`src/rtl/bcd_display_scan.sv`:
```
// Latches the two-digit BCD result when the counting window closes and scans it onto a 2-digit mux 7-seg display.
// Seg/Anode are registered (one cycle after scan state); held content refreshes at the start of each lit slot; no backpressure.
module bcd_display_scan #(
  parameter int unsigned SCAN_DIV = 16,
  parameter bit          BLANK_LZ = 1'b1
) (
  input  logic       Clk,
  input  logic       Rst,
  input  logic       Enable,
  input  logic [3:0] Digit0,
  input  logic [3:0] Digit1,
  input  logic       Carry,
  output logic [7:0] Seg,
  output logic [1:0] Anode,
  output logic       Valid,
  output logic       Overflow
);

  typedef enum logic [1:0] {
    D0 = 2'd0,
    G0 = 2'd1,
    D1 = 2'd2,
    G1 = 2'd3
  } state_t;

  localparam logic [7:0] CNT_LAST = 8'(SCAN_DIV - 1);
  localparam logic [7:0] SEG_DASH = 8'h40;

  state_t     state_q, state_d;
  logic [7:0] cnt_q, cnt_d;
  logic       en_q, en_d;
  logic       ovf_q, ovf_d;
  logic [3:0] hold0_q, hold0_d;
  logic [3:0] hold1_q, hold1_d;
  logic       valid_q, valid_d;
  logic       overflow_q, overflow_d;
  logic [7:0] seg_q, seg_d;
  logic [1:0] anode_q, anode_d;

  logic       capture;
  logic       win_rise;
  logic [3:0] slot_digit;
  logic [7:0] lit_seg;

  function automatic logic [6:0] seg7(input logic [3:0] d);
    case (d)
      4'd0:    seg7 = 7'h3F;
      4'd1:    seg7 = 7'h06;
      4'd2:    seg7 = 7'h5B;
      4'd3:    seg7 = 7'h4F;
      4'd4:    seg7 = 7'h66;
      4'd5:    seg7 = 7'h6D;
      4'd6:    seg7 = 7'h7D;
      4'd7:    seg7 = 7'h07;
      4'd8:    seg7 = 7'h7F;
      4'd9:    seg7 = 7'h6F;
      default: seg7 = 7'h40;
    endcase
  endfunction

  always_comb begin
    capture  = en_q & ~Enable;
    win_rise = ~en_q & Enable;

    en_d       = Enable;
    // A new window forgets the previous overflow; a Carry on the opening cycle still counts.
    ovf_d      = (win_rise ? 1'b0 : ovf_q) | (Enable & Carry);
    hold0_d    = hold0_q;
    hold1_d    = hold1_q;
    valid_d    = valid_q;
    overflow_d = overflow_q;
    if (capture) begin
      hold0_d    = Digit0;
      hold1_d    = Digit1;
      overflow_d = ovf_q | Carry;
      valid_d    = 1'b1;
    end

    slot_digit = (state_q == D1) ? hold1_q : hold0_q;
    if (!valid_q || overflow_q) begin
      lit_seg = SEG_DASH;
    end else if ((state_q == D1) && BLANK_LZ && (hold1_q == 4'd0)) begin
      lit_seg = 8'h00;
    end else begin
      lit_seg = {1'b0, seg7(slot_digit)};
    end

    state_d = state_q;
    cnt_d   = cnt_q;
    seg_d   = seg_q;
    anode_d = anode_q;
    case (state_q)
      D0, D1: begin
        anode_d = (state_q == D0) ? 2'b01 : 2'b10;
        // Content is sampled once per slot so a capture never changes a digit mid-slot.
        if (cnt_q == 8'd0) seg_d = lit_seg;
        if (cnt_q == CNT_LAST) begin
          state_d = (state_q == D0) ? G0 : G1;
          cnt_d   = 8'd0;
        end else begin
          cnt_d = cnt_q + 8'd1;
        end
      end
      default: begin
        anode_d = 2'b00;
        seg_d   = 8'h00;
        state_d = (state_q == G0) ? D1 : D0;
        cnt_d   = 8'd0;
      end
    endcase
  end

  always_ff @(posedge Clk) begin
    if (!Rst) begin
      state_q    <= D0;
      cnt_q      <= 8'd0;
      en_q       <= 1'b0;
      ovf_q      <= 1'b0;
      hold0_q    <= 4'd0;
      hold1_q    <= 4'd0;
      valid_q    <= 1'b0;
      overflow_q <= 1'b0;
      seg_q      <= 8'h00;
      anode_q    <= 2'b00;
    end else begin
      state_q    <= state_d;
      cnt_q      <= cnt_d;
      en_q       <= en_d;
      ovf_q      <= ovf_d;
      hold0_q    <= hold0_d;
      hold1_q    <= hold1_d;
      valid_q    <= valid_d;
      overflow_q <= overflow_d;
      seg_q      <= seg_d;
      anode_q    <= anode_d;
    end
  end

  assign Seg      = seg_q;
  assign Anode    = anode_q;
  assign Valid    = valid_q;
  assign Overflow = overflow_q;

endmodule

```
`config.mk`:
```
export PLATFORM = sky130hd
export DESIGN_NAME = bcd_display_scan
export DESIGN_NICKNAME = d
export VERILOG_FILES = /design/src/rtl/bcd_display_scan.sv
export SDC_FILE = /design/constraint.sdc
export NUM_CORES = 1
export LEC_CHECK = 0
export CORE_MARGIN = 1.5
export CORE_UTILIZATION = 25
export CTS_CLUSTER_DIAMETER = 30
export DETAILED_ROUTE_END_ITERATION = 6
export HOLD_SLACK_MARGIN = 0.12
export SYNTH_ARGS = -nofsm -noshare
export SYNTH_HDL_FRONTEND = slang
export SYNTH_SLANG_ARGS = --single-unit
```
`constraint.sdc`:
```
create_clock -name Clk -period 1.8 [get_ports Clk]
set_input_delay 0.18 -clock Clk [delete_from_list [all_inputs] [get_ports Clk]]
set_output_delay 0.18 -clock Clk [all_outputs]
set_load 0.02 [all_outputs]
```
* Yosys cells after proc, flatten, opt, wreduce, memory -nomap -nowiden
Memories as Yosys holds them, arrays and structs flattened.
Index checks and enable logic that the tools add are counted.
** Operators by class
- Add/sub/neg operators :: 1
- Equal/unequal tests :: 4
- Mux-type cells :: 9
- Bitwise operators :: 9
- Reductions and logical operators :: 9
** Operators by type and width (number)
- $mux 7 :: 2
- $mux 2 :: 5
- $add 8x1->8 const B :: 1
- $eq 8x4->1 const B :: 1
- $logic_not 8->1 :: 1
- $logic_not 4->1 :: 1
- $mux 4 :: 1
- $not 1->1 :: 4
- $and 1x1->1 :: 3
- $reduce_or 3->1 :: 1
- $eq 2x1->1 const B :: 1
- $eq 2x2->1 const B :: 1
- $logic_not 2->1 :: 1
- $ne 2x2->1 const B :: 1
- $or 1x1->1 :: 2
- $reduce_and 2->1 :: 1
- $reduce_or 2->1 :: 1
- $logic_and 1x1->1 :: 1
- $logic_not 1->1 :: 1
- $logic_or 1x1->1 :: 1
- $mux 1 :: 1
** Word-level totals
- Register bits after elaboration :: 32
- ROM bits :: 112
- Output and inout bits :: 12
- Word-level logic and storage cells :: 43
- Memories kept :: 1
** Memories
- (no name shown) :: depth 16, bits a word 7, read ports 1, clocked after Yosys merged registers in 0, wr ports 0, RTL line 46 : case (d)

* Longest topological paths before layout
An unclocked memory read counts as a cell.
- Word-level depth :: 5
- Gate-level depth with buffers :: 9

* Worst setup path before layout
No wires, ideal clock.
- Path kind :: register to register
- From :: register state_q[0]
- To :: register seg_q[3] (netlist: Seg[3])
- Library setup time :: 0.122 ns
- Arrival time :: 1.652 ns
- Setup slack :: 0.026 ns
- Cell stages (with the launch flop) :: 10
- Cell sequence :: dfxtp_1 -> inv_1 -> ha_1 -> buf_6 -> mux2i_1 -> inv_1 -> ha_1 -> mux2i_1 -> o211ai_1 -> a21oi_1
** Between the ends
- Cells in the longest elaborated chain, start to end :: 5
- Elaborated cells on any way between the ends :: 9
- Classes of those cells :: 1 x eq/ne; 3 x mux; 4 x reduce/logical; 1 x memory
** Ends and longest elaborated chain
- start: declaration :: RTL line 29 : state_t state_q, state_d;
- start signal: assignment :: RTL line 126 : state_q <= state_d;
- $eq 2x2->1 :: RTL line 79, 82, 92
- $mux 4 :: RTL line 79 : slot_digit = (state_q == D1) ? hold1_q : hold0_q;
- $mem_v2 16x7
- $mux 7 :: RTL line 82 : end else if ((state_q == D1) && BLANK_LZ && (hold1_q == 4'd0)) begin
- $mux 7 :: RTL line 80 : if (!valid_q || overflow_q) begin
- end signal: assignment :: RTL line 134 : seg_q <= seg_d;
- end: declaration :: RTL line 37 : logic [7:0] seg_q, seg_d;
Several ways; a longest one is shown, not always the timed one.
A chain may end at the register's enable or synchronous reset.

* Final worst setup path
- From :: register cnt_q[7]
- To :: register seg_q[0] (netlist: Seg[0])
** Between the ends
- Cells in the longest elaborated chain, start to end :: 1
** Ends and longest elaborated chain
- start: declaration :: RTL line 30 : logic [7:0] cnt_q, cnt_d;
- start signal: assignment :: RTL line 127 : cnt_q <= cnt_d;
- $logic_not 8->1 :: RTL line 96 : if (cnt_q == 8'd0) seg_d = lit_seg;
No other way between the ends.

==> run metrics <==
Detail Route Antenna Nets 0; Yosys top cell area share between 40% and 50%; Seq/Total Area, Yosys a little over two fifths; RSZ-0062 raised after global routing yes; PD cells approximately 770 nW/um2; Final nets around 220; VDD IR-drop max between 300 and 400 uV; HPWL after DPL ~2.3 mm; DRC viols 0; CTS Buf Count 5; Setup crit start kind flop; register clock-pin slew on the reported worst setup and hold paths ~0.060 ns; Worst Path Arrival between 1.5 and 2 ns; PnR worst setup slack about 0.075 ns; Clock Path Buffers 2; WL final between 2 and 3 mm; vias after detailed routing between 1,000 and 1,500; largest net degree at the start of global routing 15; fmax around 580 MHz; R2R cell count 4; Reg-to-Reg Start cnt_q[7]; Worst Setup Path Type flop to flop; Worst R2R Setup Slack ~0.075 ns; vias in the first global route 1,235; area grow syn2layout 34.3%; main combinational cell family by area after synthesis simple AND/OR/NAND/NOR gates; antenna violations before repair 0; Max Slew Vio Count 0; I/O Buffers 22; DR iter-0 viols 29; first-pass GRT wire length 5.33 mm; CTS root buf clkbuf_8; Top FF cell, synth dfxtp_1; Post-Synth Simple-Gate Area about a fifth; Layout Utilization 35.5%; full die area 6430 um2; asr flop ratio synth 0%; DR vias/cell between 4 and 5; CTS sink cnt 31; synthesized area per cell 9.03 um2; row cnt 27; Die Wd 80.2 um; Synth area leader dfxtp_1; Distinct cells, synth 38; most common cell in the synthesized netlist dfxtp_1; YS warnings 0; critical path peak fanout 5; hold worst-path end Seg[0]; # diodes 0; # fillers about 570; Placer Congestion between 0.8 and 0.9; HP Start Seg[0]; leakage power between 0.8 and 0.9 nW; Ports 24; Critical Path Sink Type flop; clk_lat worst skew 0.28 ns; layout cells sized above 1 17.7%; final cycle utilization of the critical path between 90 and 100%; Final Hold Fails 0; overall routing resource usage 10.8%; Post-Syn Nets 186; post-synthesis xor/xnor area fraction approximately 2.9%; #FFs+latches synth 31; Cells after Synth about 170; Chip Height around 80 um; hold depth 2; TritonCTS clock tree done; gr ovfl total 0; number of flops mapped to enable cells by yosys 0; synthesized cell area 1490 um2; most frequent cells after synthesis dfxtp_1, nand2_1, nor2_1; reg2reg end Seg[0]; # setup viols final 0; htree depth 2; Hold Buf Count CTS 0; outcome finished, final reports clean; Initial Utilization roughly a quarter; Worst Setup Slack post-DPL roughly 0.020 ns; Max-Cap Viols 0; leading post-synthesis cells by cell area dfxtp_1, ha_1, nand2_1; Synth Area in Compound Gates around 15%; Post-Synth Adder-Cell Area 7.56%; Worst EP required between 2 and 2.5 ns; mux contribution to synthesized area around 7.1%; Tmin final approximately 1.7 ns; HP Class flop to flop; Layout Skew approximately 0.0063 ns; drt wl/cell about 11 um; core footprint roughly 5600 um2; First-pass DRT Iterations 4
==> worst max path at each step <==
stage	from	endpoint	slack, ns	cells after the start
6_report	cnt_q[7]	Seg[0]	0.07	4
5_1_grt	cnt_q[7]	Seg[0]	-0.04	4
4_1_cts	state_q[0]	Seg[4]	0.03	8
3_5_place_dp	cnt_q[0]	Seg[2]	0.02	6
3_3_place_gp	cnt_q[0]	Seg[2]	0.03	6
2_1_floorplan	state_q[0]	Seg[3]	0.03	9
==> per-layer routing <==
layer  track usage (%)  wire, um  vias to the layer above
li1                  -         -                      634
met5                 0         0                        -
met1              13.1      1440                      543
met3              3.52       144                        5
met4              4.66        58                        0
met2              17.2      1350                       24
==> critical path: stages, from the launching register on <==
cell	delay, ns
dfxtp_2	0.32
or4_4	0.56
a2111oi_4	0.46
o211ai_1	0.17
a21oi_1	0.16
==> cell type report <==
cell class,count,area (um2),area share (%)
multi-input combinational,119,825,41.2
sequential,31,624,31.2
timing repair buffer,36,329,16.4
clock buffer,8,100,5.00
tap,72,90.1,4.50
inverter,9,33.8,1.69
==> cells by family (layout without fill, tap and decap cells) <==
family                     Yosys count  after routing
xor gates and xnor gates             5              5
muxes                               10             10
buffers and inverters               15             53
other                                1              1
AOI/OAI and AO/OA                   30             30
DFF                                 31             31
adders and majority gates            9              9
and+or+nand+nor                     64             64
==> metrics by stage <==
stage	hold WS [ns]	instance area, um2	TNS (ns)	power [mW]	std cells
3_3_place_gp	0.443	1860	0	0.946	266
3_5_place_dp	0.450	1860	0	0.949	266
5_1_grt	0.481	2000	-0.0394	1.61	275
4_1_cts	0.450	1960	0	1.56	274
2_1_floorplan	0.302	1490	0	0.859	165
6_report	0.452	2000	0	1.54	275
==> power by group <==
group | internal, mW | switching (mW) | total (mW) | leakage (nW)
Sequential | 0.713 | 0.0168 | 0.729 | 0.254
Combinational | 0.110 | 0.100 | 0.210 | 0.514
Clock | 0.349 | 0.254 | 0.602 | 0.0515
Total | 1.17 | 0.371 | 1.54 | 0.819
==> timing repair <==
item,in CTS,in global routing
setup endpoints to repair,1,7
pin swaps,2,6
setup buffers,0,1
resized for setup,1,10
==> flip-flops by register name (all words and copies together), names as in the netlist <==
register and flops:
en_q 1, state_q 2, ovf_q 1, Overflow 1, Anode 2, Valid 1
hold1_q 4, hold0_q 4, cnt_q 8, Seg 7
==> layout by cell type (no fill, tap or decap), types with 2 or more instances in the layout <==
cell and n:
nor2b_1 4, clkbuf_8 7, a21boi_0 9, ha_1 8, clkdlybuf4s50_1 22, buf_4 13, mux2i_1 5, xnor2_1 2
o21ai_0 3, xor2_1 3, nor4_1 2, dfxtp_1 28, nor3b_1 2, mux2i_2 4, a21oi_1 7, and2_1 2
dfxtp_2 3, nand3_1 3, or2_2 2, nor3_1 2, inv_1 9, nor2_1 13, nand2_1 26, o211ai_1 5
No activity file was read; power rests on OpenSTA's default activity.
